`src/rtl/saph_fpu_arbiter.sv`:
```
// Round-robin arbiter sharing one fixed-latency pipelined FPU adder between
// several requesters; a {valid,id} tag pipeline routes each result back.
module saph_fpu_arbiter #(
  parameter int REQUESTERS = 4,
  parameter int LATENCY    = 3,
  parameter int WIDTH      = 32
) (
  input  logic                          clk,
  input  logic                          rst,
  input  logic [REQUESTERS-1:0]         req_valid,
  output logic [REQUESTERS-1:0]         req_ready,
  input  logic [REQUESTERS*WIDTH-1:0]   req_lhs,
  input  logic [REQUESTERS*WIDTH-1:0]   req_rhs,
  output logic [REQUESTERS-1:0]         resp_valid,
  output logic [WIDTH-1:0]              resp_data,
  input  logic                          drain,
  output logic                          idle,
  output logic                          fpu_trig,
  output logic [WIDTH-1:0]              fpu_lhs,
  output logic [WIDTH-1:0]              fpu_rhs,
  input  logic [WIDTH-1:0]              fpu_res
);
  localparam int IDW = $clog2(REQUESTERS);

  logic [IDW-1:0]                ptr_q, ptr_d;
  logic [IDW-1:0]                gnt_id;
  logic                          gnt_vld;
  logic [IDW:0]                  scan;
  logic [LATENCY-1:0]            vld_pipe_q, vld_pipe_d;
  logic [LATENCY-1:0][IDW-1:0]   id_pipe_q, id_pipe_d;

  // Scan from the pointer upward; scan never exceeds 2*REQUESTERS-2 so a
  // single conditional subtract is enough for the modulo.
  always_comb begin
    gnt_vld = 1'b0;
    gnt_id  = '0;
    scan    = '0;
    for (int k = 0; k < REQUESTERS; k++) begin
      scan = {1'b0, ptr_q} + (IDW+1)'(k);
      if (scan >= (IDW+1)'(REQUESTERS)) scan = scan - (IDW+1)'(REQUESTERS);
      if (!gnt_vld && !drain && req_valid[scan[IDW-1:0]]) begin
        gnt_vld = 1'b1;
        gnt_id  = scan[IDW-1:0];
      end
    end
  end

  always_comb begin
    req_ready  = '0;
    fpu_lhs    = '0;
    fpu_rhs    = '0;
    resp_valid = '0;
    resp_data  = '0;
    if (gnt_vld) begin
      req_ready[gnt_id] = 1'b1;
      fpu_lhs = req_lhs[gnt_id*WIDTH +: WIDTH];
      fpu_rhs = req_rhs[gnt_id*WIDTH +: WIDTH];
    end
    if (vld_pipe_q[LATENCY-1]) begin
      resp_valid[id_pipe_q[LATENCY-1]] = 1'b1;
      resp_data = fpu_res;
    end
  end

  assign fpu_trig = gnt_vld;
  assign idle     = ~|vld_pipe_q;

  always_comb begin
    ptr_d = ptr_q;
    if (gnt_vld) ptr_d = (gnt_id == IDW'(REQUESTERS-1)) ? '0 : gnt_id + 1'b1;
    vld_pipe_d[0] = gnt_vld;
    id_pipe_d[0]  = gnt_id;
    for (int i = 1; i < LATENCY; i++) begin
      vld_pipe_d[i] = vld_pipe_q[i-1];
      id_pipe_d[i]  = id_pipe_q[i-1];
    end
  end

  always_ff @(posedge clk) begin
    if (rst) begin
      ptr_q      <= '0;
      vld_pipe_q <= '0;
      id_pipe_q  <= '0;
    end else begin
      ptr_q      <= ptr_d;
      vld_pipe_q <= vld_pipe_d;
      id_pipe_q  <= id_pipe_d;
    end
  end
endmodule

```
`config.mk`:
```
export PLATFORM = sky130hd
export DESIGN_NAME = saph_fpu_arbiter
export DESIGN_NICKNAME = d
export VERILOG_FILES = /design/src/rtl/saph_fpu_arbiter.sv
export SDC_FILE = /design/constraint.sdc
export NUM_CORES = 1
export LEC_CHECK = 0
export CAP_MARGIN = 30
export CORE_AREA = 2 2 154 156
export DETAILED_ROUTE_END_ITERATION = 8
export DIE_AREA = 0 0 156 158
export HOLD_SLACK_MARGIN = 0.15
export SLEW_MARGIN = 20
export SYNTH_ARGS = -nofsm -noshare
export SYNTH_HDL_FRONTEND = slang
export SYNTH_SLANG_ARGS = --single-unit
```
`constraint.sdc`:
```
create_clock -name clk -period 7.6 [get_ports clk]
set_clock_uncertainty 0.05 [all_clocks]
set_input_delay 1.9 -clock clk [delete_from_list [all_inputs] [get_ports clk]]
set_output_delay 1.9 -clock clk [all_outputs]
set_load 0.05 [all_outputs]
```
==> results.toml <==
[worst_hold_path]
min_from = "id_pipe_d[5]$_SDFF_PP0_"
whs_endpoint = "id_pipe_q[5]$_SDFF_PP0_"
worstHoldPathType = "reg -> reg"
worstHoldPathCells = 1

[logic_synthesis]
ys_seq_area_share_pct = 7.07
yosys-top-cells-count = "129 x mux2i_1, 47 x o22ai_2, 34 x and2_1"
synth_top_area_share_pct = 41.4
synth_edf_count = 0
synth_area_leader_cell = "mux2i_1"
yosysMostFrequentCell = "mux2i_1"
syn_avg_cell_area_um2 = 9.36
syn_nets = 629
netlist_instances = 333
synthArstFlopShare_pct = 0
yosysWarnings = 0
synthTopCellsByArea = "mux2i_1 41%, o22ai_2 19%, dfxtp_1 7.1%"
ys_ff_latch = 11
ys_types = 40
synth_area_um2 = 3120
synth_ff_type = "dfxtp_1"

[power]
p_leak_nw = 2.62
peakVddDrop_mv = 0.0875
p_per_area_nw_per_um2 = 159

[drt]
antenna_left = 0
first_pass_iters = 4
wirelength_um = 16500
drc = 0
drtIter0Drc = 102
vias_per_cell = 4.07
wire_per_inst_um = 16.4
vias = 4076

[critical_path]
ff2ff_path_depth = 10
start_kind = "input pin"
required_ps = 5650
timing.rr.start = "ptr_q[0]$_SDFFE_PP0P_"
path_delay_family = "buffers and inverters"
worstPathArrival_ps = 5200
ff2ff_setup_slack_ps = 4870
critPathMaxFanout = 60
rr_endpoint = "ptr_q[1]$_SDFFE_PP0P_"
crit_buf_inv = 3
critPathKind = "in -> out"
slowest_stage = "clkdlybuf4s50_1"
critPathMaxStageDelay_ps = 840
crit_top_cell = "clkdlybuf4s50_1"
crit_path_end_kind = "output port"
cp_cell_sequence = "clkdlybuf4s50_1 -> nor4bb_1 -> a211o_1 -> nand3b_1 -> a31oi_4 -> buf_12 -> mux2i_1 -> o22ai_1 -> clkdlybuf4s50_1"

[floorplanning]
ioPinCount = 401
core_um2 = 23100
die_x_um = 156
placementRows = 56
die_area_um2 = 24600
start_util_pct = 13.5
die_h_um = 158

[grt]
grt_usage_pct = 12.0
grt_pass1_wl_um = 22900
grt_pass1_vias = 3949
grt_max_degree = 61
grt_overflow = 0
grt_antenna_before_repair = 0

[clocking]
worst_skew_pair.late_latency_ps = 240
postCtsSetupRepairBufs = 0
clk_root_buffer_cell = "clkbuf_16"
path_clk_slew_ps = 40
cts_inserted_buffers = 3
hold_buffers = 0
ctsResizeCount = 0
cts_tree = "yes"
htree_levels = 1
clockBufferDepth = 2
cts_sinks = 11

[cells_and_area]
final_nets = 1009
antenna_cells = 0
drive_above_1_share_pct = 9.55
postLayoutCoreUtil_pct = 32.2
area_growth_pct = 138

[timing]
timing.final.setup_violations = 0
report.final.hold_viol_count = 0
slew_violations = 0
fin_crit_ps = 7150
grt_setup_unrepaired = "false"
period_share_pct = 94.0
max_freq_mhz = 140
max_slew_margin_pct = 61.0
finalSetupTns_ps = 0
tightest_slew_ps = 585

[run_status]
status = "complete, no violations"

[run]
maxCapViolCount = 0

[place]
hpwl_um = 13700
gp_congestion = 0.755
io_buffer_count = 400
## cell usage in the layout (no fill, tap or decap), types with 3 or more instances in the layout
| cell | instances |
|---|---|
| buf_12 | 5 |
| buf_4 | 6 |
| inv_1 | 4 |
| mux2i_1 | 129 |
| a21o_1 | 3 |
| o22ai_2 | 47 |
| clkbuf_16 | 3 |
| and2_1 | 34 |
| clkdlybuf4s50_1 | 399 |
| dfxtp_1 | 11 |
| o22ai_1 | 17 |
| a21oi_1 | 5 |
| nor2_1 | 8 |
| nand2_1 | 3 |
| nor2b_1 | 8 |
## power breakdown
part | switching (mW) | internal (mW) | leakage, nW | total, mW
sequential | 0.00787 | 0.0625 | 0.0899 | 0.0704
combinational | 0.565 | 0.446 | 2.49 | 1.01
clock | 0.0276 | 0.0706 | 0.0382 | 0.0982
## registers in the layout, indices dropped and copies added (netlist names)
name and cells:
id_pipe_d 4, id_pipe_q 2, vld_pipe_q 3, ptr_q 2
## layer usage
layer / vias to the layer above / share of wire (%) / GRT usage [%]
li1: 2028 / - / -
met1: 1820 / 39 / 13.9
met2: 219 / 51 / 22.7
met3: 9 / 8.6 / 2.87
met4: 0 / 0.95 / 2.36
met5: - / 0 / 0
## worst register-to-register path: stages (launching register included)
cell and delay, ps:
dfxtp_1 630, nand2b_1 100, a211o_1 340, a21oi_1 210, nor4b_1 460, nor2_4 90, buf_12 190, inv_1 110
ha_1 230, mux2i_1 130, nor2_1 50
## worst max path at each step
stage | startpoint | end | slack, ps | cells after the start
2_1_floorplan | req_valid[2] | req_ready[0] | 1350 | 6
3_3_place_gp | req_valid[2] | fpu_rhs[2] | 490 | 9
3_5_place_dp | req_valid[2] | fpu_rhs[2] | 460 | 9
4_1_cts | req_valid[2] | fpu_rhs[2] | 420 | 9
5_1_grt | req_valid[0] | fpu_rhs[22] | 260 | 9
6_report | req_valid[2] | fpu_lhs[13] | 450 | 9
## cell type report
class / count / area [um2]
well taps: 290 / 363
repair buffers: 411 / 4150
fillers: 2424 / 15600
multi-input cells: 282 / 2590
inverters: 4 / 15.0
flip-flops and latches: 11 / 220
clock buffers: 4 / 78.8
## cell families after synthesis
kind of cell | Yosys count | synth area share (%)
multiplexers | 131 | 42.5
buffers and inverters | 40 | 10.6
AO/OA/AOI/OAI | 80 | 25.8
XOR/XNOR | 1 | 0.281
flip-flops | 11 | 7.07
AND/OR/NAND/NOR | 69 | 13.3
adder cells (fa/ha/maj) | 1 | 0.402
## metrics by stage
step	instances	instance area, um2	setup slack, ps	power, mW	hold WS, ps
floorplan	333	3120	1350	0.735	364
global placement	997	7330	488	1.09	368
detailed placement	997	7330	456	1.09	373
CTS	1001	7410	424	1.19	388
global route	1002	7420	260	1.24	410
finish	1002	7420	454	1.18	383
Note: power is estimated with default switching activity, not from simulation.
